File: src/rtl/pause_arbiter.sv
// pause_arbiter
// Merges the user toggle, OSD and hiscore pause sources into one core pause,
// hands the shared work-RAM port to the hiscore engine once the CPU is
// safely stopped inside vertical blank, and dims the screen after a long
// user pause.
module pause_arbiter #(
  parameter int unsigned DIM_CYCLES    = 120000000,
  parameter int unsigned SETTLE_CYCLES = 4
) (
  input  logic clk_sys,
  input  logic reset_n,
  input  logic user_pause,
  input  logic osd_open,
  input  logic osd_pause_en,
  input  logic vblank,
  input  logic hs_req,
  output logic hs_grant,
  output logic ram_sel,
  output logic pause,
  output logic dim
);

  typedef enum logic [1:0] {
    ST_RUN     = 2'd0,
    ST_WAIT    = 2'd1,
    ST_GRANT   = 2'd2,
    ST_RELEASE = 2'd3
  } state_t;

  localparam logic [27:0] DIM_LIMIT   = 28'(DIM_CYCLES);
  localparam logic [3:0]  SETTLE_INIT = 4'(SETTLE_CYCLES);

  state_t      state_r;
  logic        pause_toggle_r;
  logic        user_pause_d_r;
  logic [27:0] dim_cnt_r;
  logic [3:0]  settle_cnt_r;
  logic        hs_grant_r;
  logic        ram_sel_r;
  logic        dim_r;

  logic        btn_rise_s;
  logic        osd_pause_s;

  assign btn_rise_s  = user_pause & ~user_pause_d_r;
  assign osd_pause_s = osd_open & osd_pause_en;

  // Core pause is combinational so the OSD can freeze the core immediately;
  // any non-RUN arbiter state keeps the CPU stopped.
  assign pause    = pause_toggle_r | osd_pause_s | (state_r != ST_RUN);
  assign hs_grant = hs_grant_r;
  assign ram_sel  = ram_sel_r;
  assign dim      = dim_r;

  // Button edge detect: each press flips the user pause exactly once.
  always_ff @(posedge clk_sys) begin
    if (!reset_n) begin
      user_pause_d_r <= 1'b0;
      pause_toggle_r <= 1'b0;
    end else begin
      user_pause_d_r <= user_pause;
      if (btn_rise_s) begin
        pause_toggle_r <= ~pause_toggle_r;
      end
    end
  end

  // Dim timer: counts only user-pause time, saturates so it never wraps.
  always_ff @(posedge clk_sys) begin
    if (!reset_n) begin
      dim_cnt_r <= 28'd0;
      dim_r     <= 1'b0;
    end else begin
      dim_r <= pause_toggle_r & (dim_cnt_r >= DIM_LIMIT);
      if (!pause_toggle_r) begin
        dim_cnt_r <= 28'd0;
      end else if (dim_cnt_r < DIM_LIMIT) begin
        dim_cnt_r <= dim_cnt_r + 28'd1;
      end
    end
  end

  // Work-RAM arbiter: settle the paused CPU, wait for vblank, grant, then
  // hold pause one extra cycle on release so the RAM mux returns first.
  always_ff @(posedge clk_sys) begin
    if (!reset_n) begin
      state_r      <= ST_RUN;
      settle_cnt_r <= 4'd0;
      hs_grant_r   <= 1'b0;
      ram_sel_r    <= 1'b0;
    end else begin
      case (state_r)
        ST_RUN: begin
          hs_grant_r <= 1'b0;
          ram_sel_r  <= 1'b0;
          if (hs_req) begin
            state_r      <= ST_WAIT;
            settle_cnt_r <= SETTLE_INIT;
          end
        end
        ST_WAIT: begin
          if (!hs_req) begin
            state_r    <= ST_RUN;
            hs_grant_r <= 1'b0;
            ram_sel_r  <= 1'b0;
          end else if (settle_cnt_r != 4'd0) begin
            settle_cnt_r <= settle_cnt_r - 4'd1;
          end else if (vblank) begin
            state_r    <= ST_GRANT;
            hs_grant_r <= 1'b1;
            ram_sel_r  <= 1'b1;
          end else begin
            state_r <= ST_WAIT;
          end
        end
        ST_GRANT: begin
          if (!hs_req) begin
            state_r    <= ST_RELEASE;
            hs_grant_r <= 1'b0;
            ram_sel_r  <= 1'b0;
          end else begin
            hs_grant_r <= 1'b1;
            ram_sel_r  <= 1'b1;
          end
        end
        ST_RELEASE: begin
          state_r    <= ST_RUN;
          hs_grant_r <= 1'b0;
          ram_sel_r  <= 1'b0;
        end
        default: begin
          state_r    <= ST_RUN;
          hs_grant_r <= 1'b0;
          ram_sel_r  <= 1'b0;
        end
      endcase
    end
  end

endmodule

File: config.mk
export PLATFORM = sky130hd
export DESIGN_NAME = pause_arbiter
export DESIGN_NICKNAME = d
export VERILOG_FILES = /design/src/rtl/pause_arbiter.sv
export SDC_FILE = /design/constraint.sdc
export NUM_CORES = 1
export LEC_CHECK = 0
export BUFFER_PORTS_ARGS = -buffer_cell sky130_fd_sc_hd__buf_4
export CORE_AREA = 5 5 69 71
export CTS_BUF_LIST = sky130_fd_sc_hd__clkbuf_2 sky130_fd_sc_hd__clkbuf_4 sky130_fd_sc_hd__clkbuf_8
export DETAILED_ROUTE_END_ITERATION = 16
export DIE_AREA = 0 0 74 76
export HOLD_SLACK_MARGIN = 0.08
export PLACE_DENSITY = 0.67
export SLEW_MARGIN = 25
export SYNTH_ARGS = -nofsm -noshare
export SYNTH_HDL_FRONTEND = slang
export SYNTH_SLANG_ARGS = --single-unit
export TNS_END_PERCENT = 50
File: constraint.sdc
create_clock -name clk_sys -period 3.7 [get_ports clk_sys]
set_clock_uncertainty 0.2 [all_clocks]
set_input_delay 0.185 -clock clk_sys [delete_from_list [all_inputs] [get_ports clk_sys]]
set_output_delay 0.185 -clock clk_sys [all_outputs]
set_load 0.01 [all_outputs]
==> results.yml, run 1 <==
sta:
  slew_headroom_pct: 35.4
  finalSetupTns_ps: 0
  tightestPinTransition_ps: 960
  slew_viol_final: 0
  finalHoldViolations: 0
  fmaxAchievable_mhz: 391
  rsz0062_at_grt: "false"
  min_period_ps: 2560
  period_share_pct: 69.1
  setup_viol: 0
  hold_slack_ps: 274
place:
  routabilityCongestion: 0.754
  portBuffers: 10
  hpwl_um: 2500
  dpl_cell_area_um2: 2030
synthesis:
  synth_ff_type: "dfxtp_1"
  yosysWarnings: 0
  syn-cell-area_um2: 1950
  async_flop_share_pct: 0
  synth.distinct_cells: 48
  synthCells: 226
  syn_area_per_cell_um2: 8.61
  ys_seq_area_share_pct: 39.1
  synth_edf_count: 0
  syn_nets: 239
  ys_ff_latch: 38
finish:
  seq_area_um2: 761
  nFillCells: 410
  n_antenna_cell: 0
  fin_area_um2: 2160
  multi_input_area_um2: 1080
  fin_nets: 253
  area_growth_pct: 11.2
  drive_gt1_share_pct: 11.7
  fin_util_pct: 51.8
drt:
  ant_nets: 0
  dr.pass1.iters: 4
  avgViaCountPerCell: 5.66
  drt_iter0_drc: 91
  drc_errors: 0
  wl_per_cell_um: 12.7
  drt-total-wl_um: 3720
  dr_total_vias: 1652
die:
  initial_core_util_pct: 46.6
  rows: 24
  die_x_um: 74
  fp.dieH_um: 76
  core-area_um2: 4170
  die-area_um2: 5620
  ios: 11
setup_path:
  worst-r2r-cell-count: 6
  endpoint_kind: "flop"
  worstSetupPathType: "reg2reg"
  ff2ff_setup_slack_ps: 1140
  worst_path_max_delay_cell: "nor4_1"
  cpPeakStageDelay_ps: 840
  worstPathArrival_ps: 2560
  required_ps: 3710
  cp_max_fo: 9
  startpoint_type: "flop"
  crit_chain: "ha_1, nand2_1, nor4_1, nand4_1, or3_1, a21oi_1"
clock_network:
  clkTransAtPathRegs_ps: 70
  cts_resized: 0
  cts_buffers: 5
  cts_tree: "built"
  cts_sinks: 38
  clk_path_buf_depth: 2
  clock_latency_ps: 290
  ctsRootBufferMaster: "clkbuf_8"
  cts_hold_buf: 5
  post_cts_buffers: 0
  cts_max_level: 2
pwr:
  peakVddDrop_v: 0.000198
  total_power_mw: 0.818
  power.leakage_nw: 0.727
  p_per_area_nw_per_um2: 378
run:
  max-cap-violations: 0
global_routing:
  grt_pass1_wl_um: 6450
  antenna_found_initial: 0
  grt.total_usage_pct: 14.2
  grt_start_max_net_pins: 22
  grt_pass1_vias: 1524
  grt-ovfl-total: 0
worst_hold_path:
  hold_path_depth: 2
  min_path_type: "reg2reg"
status:
  status: "complete, no violations"
[worst max-delay path, delay by kind of cell (launching register included)]
kind	cells	cell delay, ps
AOI/OAI and AO/OA	1	140
adders and majority gates	1	210
DFF	1	370
and+or+nand+nor	4	1570
[synthesized netlist by cell type (6+ instances only)]
library cell / n / share of area, %
dfxtp_1: 38 / 39
a21oi_1: 17 / 4.4
nand2_1: 17 / 3.3
nor2_1: 17 / 3.3
inv_1: 12 / 2.3
o21ai_0: 12 / 3.1
nand3_1: 11 / 2.8
or3_1: 10 / 3.2
ha_1: 6 / 3.9
nor4_1: 6 / 1.9
o31ai_1: 6 / 2.3
xnor2_1: 6 / 2.7
[cells by family after synthesis]
kind of cell             after synthesis  share of synthesized area [%]
adder cells (fa/ha/maj)                6                           3.86
buffers and inverters                 20                           5.21
XOR/XNOR                               9                           4.05
multiplexers                           2                           1.09
AND/OR/NAND/NOR                       93                           27.0
AO/OA/AOI/OAI                         58                           19.7
flip-flops                            38                           39.1
[area by class of cell]
cell class | count | share of cell area, %
Inverter | 12 | 2.08
Clock buffer | 7 | 3.88
Multi-Input combinational cell | 168 | 50.1
Timing Repair Buffer | 15 | 5.78
Sequential cell | 38 | 35.2
Tap cell | 52 | 3.01
[power breakdown]
group / total, mW / switching [mW] / leakage, nW / internal (mW)
clock network: 0.282 / 0.137 / 0.0452 / 0.144
registers: 0.432 / 0.0100 / 0.307 / 0.422
logic: 0.105 / 0.0565 / 0.374 / 0.0482
total: 0.818 / 0.204 / 0.727 / 0.614
[per-stage QoR]
| stage | std cells | setup WS [ps] |
|---|---|---|
| after global placement | 280 | 1250 |
| after detailed placement | 280 | 1200 |
| after floorplan | 226 | 1600 |
| after CTS | 292 | 1180 |
| after global routing | 292 | 933 |
| final | 292 | 1140 |
[path summary, 6_finish.rpt]
path / from / endpoint
setup / recovery: dim_cnt_r[1]$_SDFFE_PN0N_ / dim_cnt_r[16]$_SDFFE_PN0N_
hold / removal: dim_cnt_r[26]$_SDFFE_PN0N_ / dim_cnt_r[26]$_SDFFE_PN0N_
setup reg to reg: dim_cnt_r[1]$_SDFFE_PN0N_ / dim_cnt_r[16]$_SDFFE_PN0N_
hold reg to reg: dim_cnt_r[26]$_SDFFE_PN0N_ / dim_cnt_r[26]$_SDFFE_PN0N_
[layer usage]
metal,vias to the layer above,routed length (um),track usage [%]
met2,22,1630,22.4
met4,0,61,5.43
li1,856,-,-
met1,768,1890,17.7
met5,-,0,0
met3,6,141,4.49
[sequential cells by signal, indices dropped and copies added (netlist names), named ones only]
register / cells
state_r: 1
user_pause_d_r: 1
dim_cnt_r: 28
ram_sel: 1
dim: 1
pause_toggle_r: 1
settle_cnt_r: 4
[placed cells by master (no fill, tap or decap), drive strengths merged, types with 5 or more instances in the layout]
master       synthesis  routed
nor2                17      17
dfxtp               38      38
and2                 5       5
inv                 12      12
or3                 10      10
buf                  4      10
and3                 5       5
ha                   6       6
a21oi               18      18
o21ai               13      13
dlygate4sd3          0       5
o211ai               5       5
nand4                5       5
xnor2                6       6
nor4                 6       6
o31ai                6       6
nand3               11      11
nand2               17      17
clkbuf               4       7
Power figures use the tool's default switching activity.
==> run 2: changes to the inputs <==
==> constraint.sdc (replaced) <==
create_clock -name clk_sys -period 2.5 [get_ports clk_sys]
set_clock_uncertainty 0.2 [all_clocks]
set_input_delay 0.125 -clock clk_sys [delete_from_list [all_inputs] [get_ports clk_sys]]
set_output_delay 0.125 -clock clk_sys [all_outputs]
set_load 0.01 [all_outputs]
==> run 2 against run 1 <==
Net effect: non-clock buffer count up 5; power up 48%; highest routed layer unchanged; die area unchanged; wire length increased by 0.35%; critical path depth fell by 1; critical path type unchanged; global-route usage up 0.37 points.
==> results.yml, run 2 (same netlist as run 1, synthesis figures left out) <==
clock_network:
  post_cts_buffers: 0
  cts_tree: "built"
  cts_max_level: 2
  clkTransAtPathRegs_ps: 70
  cts_sinks: 38
  clk_path_buf_depth: 2
  cts_buffers: 5
  ctsRootBufferMaster: "clkbuf_8"
  clock_latency_ps: 280
setup_path:
  worst-r2r-cell-count: 5
  cp_max_fo: 13
  required_ps: 2500
  worstSetupPathType: "reg2reg"
  worstPathArrival_ps: 2340
  ff2ff_setup_slack_ps: 160
  endpoint_kind: "flop"
  r2r_start: "dim_cnt_r[12]$_SDFFE_PN0N_"
  crit_chain: "or4_4, nor3_4, o2111ai_2, or4_1, a21oi_1"
  reg2reg_to: "dim_cnt_r[25]$_SDFFE_PN0N_"
  cpPeakStageDelay_ps: 540
  startpoint_type: "flop"
  worst_path_max_delay_cell: "or4_4"
drt:
  dr_total_vias: 1635
  ant_nets: 0
  drt-total-wl_um: 3740
  dr.pass1.iters: 4
  drt_iter0_drc: 73
  wl_per_cell_um: 12.6
  avgViaCountPerCell: 5.51
  drc_errors: 0
status:
  status: "complete, no violations"
worst_hold_path:
  hp-start: "ram_sel$_SDFFE_PN0P_"
  min_path_type: "reg2reg"
  hold_path_depth: 2
  worstHoldEndpoint: "ram_sel$_SDFFE_PN0P_"
finish:
  area_growth_pct: 13.1
  n_antenna_cell: 0
  final_cell_mix: "38 x dfxtp_1, 17 x nand2_1, 17 x nor2_1, 17 x a21oi_1, 15 x buf_4"
  final_common_cell: "dfxtp_1"
  top_register: "dim_cnt_r"
  fin_nets: 258
  fin_util_pct: 52.7
  largest_reg_flops: 28
  drive_gt1_share_pct: 13.5
  top_regs: "dim_cnt_r (28), settle_cnt_r (4)"
sta:
  fmaxAchievable_mhz: 427
  slew_headroom_pct: 51.1
  period_share_pct: 93.6
  finalHoldViolations: 0
  finalWorstSetupSlack_ps: 160
  slew_viol_final: 0
  setup_viol: 0
  rsz0062_at_grt: "false"
  min_period_ps: 2340
  finalSetupTns_ps: 0
  tightestPinTransition_ps: 731
pwr:
  total_power_mw: 1.21
  p_per_area_nw_per_um2: 549
  peakVddDrop_v: 0.000297
  power.leakage_nw: 0.752
die:
  rows: 24
  die-area_um2: 5620
  core-area_um2: 4170
  die_x_um: 74
  initial_core_util_pct: 46.6
  ios: 11
  fp.dieH_um: 76
run:
  max-cap-violations: 0
global_routing:
  grt_pass1_vias: 1485
  antenna_found_initial: 0
  grt_pass1_wl_um: 6620
  grt-ovfl-total: 0
  grt_start_max_net_pins: 22
  grt.total_usage_pct: 14.6
place:
  routabilityCongestion: 0.758
  hpwl_um: 2630
  preCtsSetupSlack_ps: 176
  portBuffers: 10
==> run 2: metrics by stage <==
step	instances	cell area [um2]	hold WS (ps)
final	297	2200	287
after global routing	297	2200	306
after CTS	297	2200	280
after detailed placement	285	2070	140
after global placement	285	2070	136
after floorplan	226	1950	46.7
==> run 2: cell type report <==
cell class,instances,area [um2]
Clock buffer,7,83.8
Timing Repair Buffer,20,163
Tap cell,52,65.1
Fill cell,384,1970
Inverter,12,45.0
Sequential cell,38,761
Multi-Input combinational cell,168,1080
==> run 2: worst max-delay path by stage <==
| stage | start | end |
|---|---|---|
| CTS | dim_cnt_r[12]$_SDFFE_PN0N_ | dim_cnt_r[25]$_SDFFE_PN0N_ |
| global placement | dim_cnt_r[12]$_SDFFE_PN0N_ | dim_cnt_r[23]$_SDFFE_PN0N_ |
| floorplan | dim_cnt_r[13]$_SDFFE_PN0N_ | dim_cnt_r[15]$_SDFFE_PN0N_ |
| global route | dim_cnt_r[14]$_SDFFE_PN0N_ | dim_cnt_r[25]$_SDFFE_PN0N_ |
| finish | dim_cnt_r[12]$_SDFFE_PN0N_ | dim_cnt_r[25]$_SDFFE_PN0N_ |
| detailed placement | dim_cnt_r[12]$_SDFFE_PN0N_ | dim_cnt_r[23]$_SDFFE_PN0N_ |
==> run 2: timing repair <==
item                      4_1_cts  5_1_grt
resized for setup               0        0
hold buffers                    5        0
hold endpoints to repair       10        0
==> run 2: layer usage <==
metal	share of wire, %	GRT usage [%]	up-vias
met4	1.2	3.80	0
li1	-	-	866
met1	51	19.7	743
met2	44	22.3	21
met5	0	0	-
met3	3.7	4.35	5
==> run 2: report_power, final <==
part | total, mW | internal [mW] | switching, mW | leakage (nW)
clock network | 0.416 | 0.214 | 0.202 | 0.0452
registers | 0.639 | 0.624 | 0.0146 | 0.307
logic | 0.153 | 0.0710 | 0.0816 | 0.399
total | 1.21 | 0.909 | 0.299 | 0.752
==> run 2: worst max-delay path: cells and delay by family, from the launching register on <==
kind / cells / cell delay [ps]
DFF: 1 / 340
AOI/OAI and AO/OA: 2 / 470
and+or+nand+nor: 3 / 1250
==> run 3: changes to the inputs <==
--- a/config.mk
+++ b/config.mk
@@ -6,12 +6,12 @@
 export NUM_CORES = 1
 export LEC_CHECK = 0
 export BUFFER_PORTS_ARGS = -buffer_cell sky130_fd_sc_hd__buf_4
-export CORE_AREA = 5 5 69 71
+export CORE_AREA = 5 5 90 92
 export CTS_BUF_LIST = sky130_fd_sc_hd__clkbuf_2 sky130_fd_sc_hd__clkbuf_4 sky130_fd_sc_hd__clkbuf_8
 export DETAILED_ROUTE_END_ITERATION = 16
-export DIE_AREA = 0 0 74 76
+export DIE_AREA = 0 0 95 97
 export HOLD_SLACK_MARGIN = 0.08
-export PLACE_DENSITY = 0.67
+export PLACE_DENSITY = 0.44
 export SLEW_MARGIN = 25
 export SYNTH_ARGS = -nofsm -noshare
 export SYNTH_HDL_FRONTEND = slang
==> run 3 against run 2 <==
Net effect: clock power grew 8.4%; critical path depth is the same; combinational power is essentially flat; setup slack lost 32 ps; utilization shrank 21 points; sequential share of layout area shrank 1.3 points; largest cell class unchanged; largest power group unchanged.
==> results.yml, run 3 (same netlist as run 1, synthesis figures left out) <==
pwr:
  power_frac_clock_pct: 36.3
  p_per_area_nw_per_um2: 544
  switching_power_mw: 0.314
  peakVddDrop_v: 0.000267
  pwr-share-comb_pct: 12.3
  internal_power_mw: 0.928
  sw_frac_of_total_pct: 25.3
  power_frac_seq_pct: 51.4
  power.leakage_nw: 0.768
finish:
  fin_area_um2: 2290
  top_regs: "dim_cnt_r (28), settle_cnt_r (4)"
  final_cell_mix: "38 x dfxtp_1, 17 x nand2_1, 17 x nor2_1, 17 x a21oi_1, 17 x buf_4"
  top_register: "dim_cnt_r"
  stdcell_count: 347
  area_growth_pct: 17.5
  n_antenna_cell: 0
  largest_reg_flops: 28
  fin_util_pct: 32.0
  drive_gt1_share_pct: 14.5
  fin_nets: 260
  final_common_cell: "dfxtp_1"
drt:
  wl_met1_um: 2110
  drt-total-wl_um: 4050
  dr_wl_met2_um: 1730
  dr.pass1.iters: 4
  dr_total_vias: 1676
  drt_iter0_drc: 47
  highest_layer: "met4"
  avgViaCountPerCell: 4.83
  wl_per_cell_um: 11.7
  ant_nets: 0
  route.met3.wl_um: 140
  drc_errors: 0
status:
  status: "complete, no violations"
die:
  initial_core_util_pct: 27.3
  rows: 31
  ios: 11
  fp.dieH_um: 97
  core-area_um2: 7140
  die_x_um: 95
  die-area_um2: 9220
setup_path:
  endpoint_kind: "flop"
  worstSetupPathType: "reg2reg"
  worstPathArrival_ps: 2390
  crit_buf_inv: 0
  r2r_start: "dim_cnt_r[12]$_SDFFE_PN0N_"
  cpPeakStageDelay_ps: 550
  worst_path_max_delay_cell: "or4_4"
  required_ps: 2510
  cp_max_fo: 13
  path_delay_family: "simple AND/OR/NAND/NOR gates"
  startpoint_type: "flop"
  cp-startpoint: "dim_cnt_r[12]$_SDFFE_PN0N_"
  crit_chain: "or4_4, nor3_4, o2111ai_2, or4_1, a21oi_1"
global_routing:
  grt-ovfl-total: 0
  antenna_found_initial: 0
  grt.total_usage_pct: 9.54
  grt_start_max_net_pins: 22
  grt_pass1_vias: 1561
  grt_pass1_wl_um: 7090
sta:
  finalHoldViolations: 0
  hold_slack_ps: 267
  rsz0062_at_grt: "true"
  slew_headroom_pct: 47.7
  period_share_pct: 94.9
  min_period_ps: 2370
  setup_viol: 0
  slew_viol_final: 0
  finalSetupTns_ps: 0
  tightestPinTransition_ps: 782
  fmaxAchievable_mhz: 421
place:
  dpl_cell_area_um2: 2140
  routabilityCongestion: 0.716
  portBuffers: 10
  hpwl_um: 2830
  post-place-cells: 334
worst_hold_path:
  hp-start: "dim_cnt_r[26]$_SDFFE_PN0N_"
  min_path_type: "reg2reg"
clock_network:
  post_cts_buffers: 0
  clk_path_buf_depth: 2
  clock_latency_ps: 290
  cts_tree: "built"
  cts_resized: 0
  cts_buffers: 5
  cts_max_level: 2
  cts_sinks: 38
  clkTransAtPathRegs_ps: 80
  ctsRootBufferMaster: "clkbuf_8"
run:
  max-cap-violations: 0
## run 3: cell types whose count changed in the layout (fill, tap and decap cells not counted), sizes merged
cell,before,now
buf,15,17
clkinv,0,1
## run 3: area by class of cell
class                           count  area [um2]
Clock buffer                        7        90.1
Clock inverter                      1        5.00
Fill cell                         797        4850
Inverter                           12        45.0
Multi-Input combinational cell    168        1080
Sequential cell                    38         761
Tap cell                           99         124
Timing Repair Buffer               22         178
## run 3: through the flow
step                      setup slack [ps]  power [mW]
after global placement                 144       0.803
after CTS                              121        1.27
final                                  127        1.24
after floorplan                        395       0.761
after global routing                 -32.7        1.32
after detailed placement               139       0.802
## run 3: worst register-to-register path, stage by stage (launching register included)
cell and delay (ps):
dfxtp_1 340, or4_4 550, nor3_4 230, o2111ai_2 340
or4_1 490, a21oi_1 150
## run 3: repair_timing
item	in CTS	in global routing
hold buffers	5	0
endpoints found under the setup margin	0	1
endpoints found under the hold margin	10	0
## run 3: per-layer routing
metal / GRT usage, % / up-vias
met5: 0 / -
met4: 3.66 / 0
met3: 2.64 / 8
met2: 14.0 / 22
met1: 13.1 / 775
li1: - / 871
## run 3: power by group through the flow
stage	clock, mW	combinational (mW)	sequential [mW]
floorplan	0	0.111	0.650
global placement	0	0.150	0.653
detailed placement	0	0.149	0.653
CTS	0.475	0.156	0.639
global route	0.496	0.179	0.642
finish	0.451	0.153	0.639
## run 3: final timing paths
kind / to / slack, ps / cells after the start
max reg2reg: dim_cnt_r[23]$_SDFFE_PN0N_ / 130 / 5
min: dim_cnt_r[26]$_SDFFE_PN0N_ / 270 / 2
min reg2reg: dim_cnt_r[26]$_SDFFE_PN0N_ / 270 / 2
max: dim_cnt_r[23]$_SDFFE_PN0N_ / 130 / 5
